$ cat src/rtl/e16_event_packer.sv
// Packs nonzero e16 controller output vectors with an inter-event cycle delta into a FIFO.
// Optional macro E16_EVENT_PACKER_DEDUP_EN suppresses repeats of the last pushed vector.
module e16_event_packer #(
    parameter int DEPTH   = 8,
    parameter int DELTA_W = 8
) (
    input  logic                      clk,
    input  logic                      rst,
    input  logic                      en,
    input  logic [17:0]               y_vec,
    input  logic                      ev_ready,
    output logic                      ev_valid,
    output logic [18+DELTA_W-1:0]     ev_data,
    output logic [$clog2(DEPTH):0]    ev_count,
    output logic                      ovf,
    output logic [7:0]                drop_cnt,
    output logic                      busy
);
    localparam int AW = $clog2(DEPTH);
    localparam int DW = 18 + DELTA_W;
    localparam logic [DELTA_W-1:0] DELTA_MAX = '1;
    localparam logic [AW:0]        FULL_CNT  = (AW+1)'(DEPTH);

    typedef enum logic [1:0] {
        IDLE  = 2'd0,
        RUN   = 2'd1,
        DRAIN = 2'd2
    } state_t;

    state_t              state_r;
    state_t              state_s;
    logic [AW:0]         count_r;
    logic [AW:0]         count_s;
    logic [AW-1:0]       wptr_r;
    logic [AW-1:0]       rptr_r;
    logic [DELTA_W-1:0]  delta_r;
    logic                ev_valid_r;
    logic                busy_r;
    logic                ovf_r;
    logic [7:0]          drop_cnt_r;
    logic [DW-1:0]       mem_r [DEPTH];

    logic                start_s;
    logic                run_s;
    logic                event_s;
    logic                full_s;
    logic                pop_s;
    logic                push_s;
    logic                drop_s;

    assign start_s = (state_r == IDLE) && en;
    assign run_s   = (state_r == RUN);
    assign full_s  = (count_r == FULL_CNT);
    // ev_valid_r tracks count_r != 0, so a pop can never hit an empty FIFO
    assign pop_s   = ev_valid_r && ev_ready;
    assign push_s  = event_s && (!full_s || pop_s);
    assign drop_s  = event_s && full_s && !pop_s;

`ifdef E16_EVENT_PACKER_DEDUP_EN
    logic [17:0] last_r;

    // Event detection: nonzero and different from the last vector actually pushed
    always_comb begin
        event_s = 1'b0;
        if (run_s && (y_vec != 18'd0) && (y_vec != last_r)) begin
            event_s = 1'b1;
        end else begin
            event_s = 1'b0;
        end
    end

    // Last pushed vector, restarted on every capture session
    always_ff @(posedge clk or posedge rst) begin
        if (rst) begin
            last_r <= 18'd0;
        end else if (start_s) begin
            last_r <= 18'd0;
        end else if (push_s) begin
            last_r <= y_vec;
        end
    end
`else
    // Event detection: every nonzero vector sampled in RUN
    always_comb begin
        event_s = 1'b0;
        if (run_s && (y_vec != 18'd0)) begin
            event_s = 1'b1;
        end else begin
            event_s = 1'b0;
        end
    end
`endif

    // Occupancy after this cycle's push/pop
    always_comb begin
        count_s = count_r;
        case ({push_s, pop_s})
            2'b10:   count_s = count_r + {{AW{1'b0}}, 1'b1};
            2'b01:   count_s = count_r - {{AW{1'b0}}, 1'b1};
            default: count_s = count_r;
        endcase
    end

    // Next-state logic; leaving decisions use post-update occupancy
    always_comb begin
        state_s = state_r;
        case (state_r)
            IDLE: begin
                if (en) state_s = RUN;
                else    state_s = IDLE;
            end
            RUN: begin
                if (en)                       state_s = RUN;
                else if (count_s != {(AW+1){1'b0}}) state_s = DRAIN;
                else                          state_s = IDLE;
            end
            DRAIN: begin
                if (en)                       state_s = RUN;
                else if (count_s == {(AW+1){1'b0}}) state_s = IDLE;
                else                          state_s = DRAIN;
            end
            default: state_s = IDLE;
        endcase
    end

    // State, pointers, occupancy and registered status outputs
    always_ff @(posedge clk or posedge rst) begin
        if (rst) begin
            state_r    <= IDLE;
            count_r    <= {(AW+1){1'b0}};
            wptr_r     <= {AW{1'b0}};
            rptr_r     <= {AW{1'b0}};
            ev_valid_r <= 1'b0;
            busy_r     <= 1'b0;
        end else begin
            state_r    <= state_s;
            count_r    <= count_s;
            ev_valid_r <= (count_s != {(AW+1){1'b0}});
            busy_r     <= (state_s != IDLE);
            if (push_s) wptr_r <= wptr_r + {{(AW-1){1'b0}}, 1'b1};
            if (pop_s)  rptr_r <= rptr_r + {{(AW-1){1'b0}}, 1'b1};
        end
    end

    // Inter-event delta: restarts per session, cleared on every event (pushed or dropped)
    always_ff @(posedge clk or posedge rst) begin
        if (rst) begin
            delta_r <= {DELTA_W{1'b0}};
        end else if (start_s) begin
            delta_r <= {DELTA_W{1'b0}};
        end else if (run_s) begin
            if (event_s)                  delta_r <= {DELTA_W{1'b0}};
            else if (delta_r != DELTA_MAX) delta_r <= delta_r + {{(DELTA_W-1){1'b0}}, 1'b1};
        end
    end

    // Sticky overflow and saturating drop counter
    always_ff @(posedge clk or posedge rst) begin
        if (rst) begin
            ovf_r      <= 1'b0;
            drop_cnt_r <= 8'd0;
        end else if (drop_s) begin
            ovf_r <= 1'b1;
            if (drop_cnt_r != 8'hFF) drop_cnt_r <= drop_cnt_r + 8'd1;
        end
    end

    // FIFO storage, no reset needed since reads are gated by ev_valid
    always_ff @(posedge clk) begin
        if (push_s) mem_r[wptr_r] <= {delta_r, y_vec};
    end

    assign ev_data  = mem_r[rptr_r];
    assign ev_valid = ev_valid_r;
    assign ev_count = count_r;
    assign ovf      = ovf_r;
    assign drop_cnt = drop_cnt_r;
    assign busy     = busy_r;
endmodule

$ cat config.mk
export PLATFORM = sky130hd
export DESIGN_NAME = e16_event_packer
export DESIGN_NICKNAME = d
export VERILOG_FILES = /design/src/rtl/e16_event_packer.sv
export SDC_FILE = /design/constraint.sdc
export NUM_CORES = 1
export LEC_CHECK = 0
export CORE_MARGIN = 1.5
export CORE_UTILIZATION = 63
export CTS_CLUSTER_DIAMETER = 80
export DETAILED_ROUTE_END_ITERATION = 8
export PLACE_DENSITY = 0.88
export SYNTH_ARGS = -nofsm -noshare
export SYNTH_HDL_FRONTEND = slang
export SYNTH_SLANG_ARGS = --single-unit
$ cat constraint.sdc
create_clock -name clk -period 13 [get_ports clk]
set_input_delay 1.95 -clock clk [delete_from_list [all_inputs] [get_ports clk]]
set_output_delay 1.95 -clock clk [all_outputs]
set_load 0.02 [all_outputs]
==> flow_summary.toml <==
[status]
status = "complete, but fails checks"
violations = "DRC"

[synthesis]
yosysSeqAreaShare_pct = 73.93
synth.avg_cell_area_um2 = 20.34
yosys.area_share.simple_pct = 4.268
ys_warn_count = 0
syn_nets = 496
synth_top_cell_by_area = "edfxtp_1"
ys_async_sr_fraction_pct = 12.97
synth_area_leaders = "edfxtp_1 66%, mux4_2 12%, dfrtp_1 8.2%"
synthFlopType = "edfxtp_1"
synth_xor_xnor_area_share_pct = 1.844
netlist_instances = 467
synth_mux_area_share_pct = 16.32
netlist_area_um2 = 9498
synth-edff-count = 208
synth_compound_area_share_pct = 1.541
synth_seq_cells = 239
synth_top_family_by_area = "multiplexers"
synthAdderAreaFrac_pct = 0.9221
post_synth_num_cell_types = 47
post-synth-top-area-fraction_pct = 65.76

[finish]
drive_above_1_share_pct = 25.58
post-route-util_pct = 75.63
layout_commonest_cell = "edfxtp_1"
n_antenna_cell = 0
finalNetCount = 573
mostFrequentLayoutCells = "208 x edfxtp_1, 62 x clkdlybuf4s50_1, 52 x mux4_2"
area_growth_syn_to_layout_pct = 16.61
final.fill_count = 791

[grt]
grt_pass1_wl_mm = 28.52
grt_max_degree = 55
use_met1_pct = 31.13
use_met2_pct = 42.31
gr-total-overflow = 0
antenna_found_initial = 0
grtUsageMet3_pct = 3.908
top_usage_layer = "met2"
grt_usage_pct = 24.06
grt_pass1_vias = 5078

[timing]
worst_hold_slack_ns = 0.4808
hold_viol = 0
finalClockSkew_ns = 0.01580
drv_slew = 0
setup_viol = 0
rsz0062_at_grt = "false"
tightest_slew_ns = 1.064
finalCritPeriodShare_pct = 40.44
layout_setup_ws_ns = 7.743
slew_headroom_pct = 29.06
finalSetupTns_ns = 0
max_freq_mhz = 190.2
period_needed_ns = 5.257

[clock_network]
postCtsHoldBufs = 0
clk_pin_slew_ns = 0.06
cts_buffers = 23
clockBufferDepth = 3
post-cts-setup-buffer-count = 0
cts_resized = 0
htree_num_levels = 1
clock_insertion_delay_worst_skew_ns = 0.49
clock-root-buffer = "clkbuf_16"
clock-sinks = 239
cts_tree = "done"

[routing]
drc = 5
drt_pass1_iterations = 6
antenna_left = 0
drt_wl_total_mm = 18.23
vias = 4773
post_drt_wl_per_cell_um = 24.54
viasPerCell = 6.424
drt_iter0_markers = 275

[critical_path]
startpoint_type = "input pin"
path_buf_inv = 1
max_stage_delay_ns = 0.61
cp-end-kind = "register"
crit_arrival_ns = 5.62
path_cells = "clkdlybuf4s50_1, or4_4, nor4_4, a31oi_2, nand2_2, ha_1, xor2_1, ha_1, a21oi_1, mux2i_1, xnor2_1, a211oi_1, a21oi_1"
required_ns = 13.36
cp_slowest_cell = "or4_4"
path_class = "input pin to register"
path_max_fanout = 12
crit_family = "simple AND/OR/NAND/NOR gates"

[die]
core_region_area_um2 = 14640
die_w_um = 125.8
die-height_um = 125.8
num_rows = 44
start_util_pct = 64.86
ios = 63
dieArea_um2 = 15820

[placed_design]
gp_congestion = 0.7940
post-place-ws_ns = 7.255
detailed_place_hpwl_mm = 10.06
portBuffers = 62

[job]
maxCapViolations = 0

[power]
leakagePower_nw = 3.683
ir_worst_vdd_mv = 0.1428
power_density_nw_per_um2 = 223.5

[min_path]
hold_class = "register to register"
==> path summary, 6_finish.rpt <==
path                       slack [ns]               endpoint  cells after the start                 start
setup reg to reg                 9.54         busy$_DFF_PP0_                     11  state_r[1]$_DFF_PP0_
hold / removal                   0.48        ovf$_DFFE_PP0P_                      1       ovf$_DFFE_PP0P_
max in group asynchronous       10.84  rptr_r[0]$_DFFE_PP0P_                      3                   rst
hold reg to reg                  0.48        ovf$_DFFE_PP0P_                      1       ovf$_DFFE_PP0P_
setup / recovery                 7.74         busy$_DFF_PP0_                     13              y_vec[9]
min in group asynchronous        1.84     ev_valid$_DFF_PP0_                      3                   rst
==> cells by family (layout without fill, tap and decap cells) <==
family / count (synthesis) / after routing
mux: 86 / 86
fa+ha+maj: 7 / 7
xor+xnor: 20 / 20
compound gates: 18 / 18
buf+inv: 26 / 118
simple gates: 71 / 71
flops: 239 / 239
==> Yosys cell counts, drive strengths merged (2+ instances only) <==
cell type  number
mux2i           3
edfxtp        208
nand3           9
xnor2          15
nand2b          3
nor3b           2
clkbuf         12
a211oi          2
and3            4
mux2           31
nor3            5
or4             2
a31oi           2
a41oi           2
nor4b           3
nor2           18
nand2          10
buf             9
nor4            4
mux4           52
dfrtp          31
a21o            3
a21oi           4
nand3b          2
xor2            5
inv             5
nand4           4
ha              7
==> layout make-up <==
| class | instances | area, µm² | share of cell area [%] |
|---|---|---|---|
| Clock inverter | 11 | 82.58 | 0.7456 |
| Multi-Input combinational cell | 202 | 2406 | 21.72 |
| Timing Repair Buffer | 73 | 703.2 | 6.349 |
| Tap cell | 184 | 230.2 | 2.079 |
| Clock buffer | 29 | 608.1 | 5.490 |
| Sequential cell | 239 | 7027 | 63.44 |
| Inverter | 5 | 18.77 | 0.1695 |
==> report_power, final <==
part / internal (W) / switching (W)
clock network: 0.000350 / 0.000258
registers: 0.000955 / 0.000117
logic: 0.000421 / 0.000374
==> metrics by stage <==
step / instance area [µm²] / cells / total power, W
floorplan: 9498 / 467 / 0.001582
global placement: 10390 / 703 / 0.001847
detailed placement: 10390 / 703 / 0.001885
CTS: 11080 / 743 / 0.002498
global route: 11080 / 743 / 0.002576
finish: 11080 / 743 / 0.002475
==> state kept, by name, summed over array words and instances (netlist names) <==
signal / flops
ovf: 1
ev_count: 4
wptr_r: 3
delta_r: 8
mem_r: 208
busy: 1
ev_valid: 1
rptr_r: 3
state_r: 2
drop_cnt: 8
==> metal layers <==
layer  wire length, µm  vias to the layer above  share of wire [%]
li1                  -                     2046                  -
met1              6843                     2479                 38
met2              9712                      207                 53
met3              1207                       41                6.6
met4               468                        0                2.6
met5                 0                        -                  0
Power figures use the tool's default switching activity.
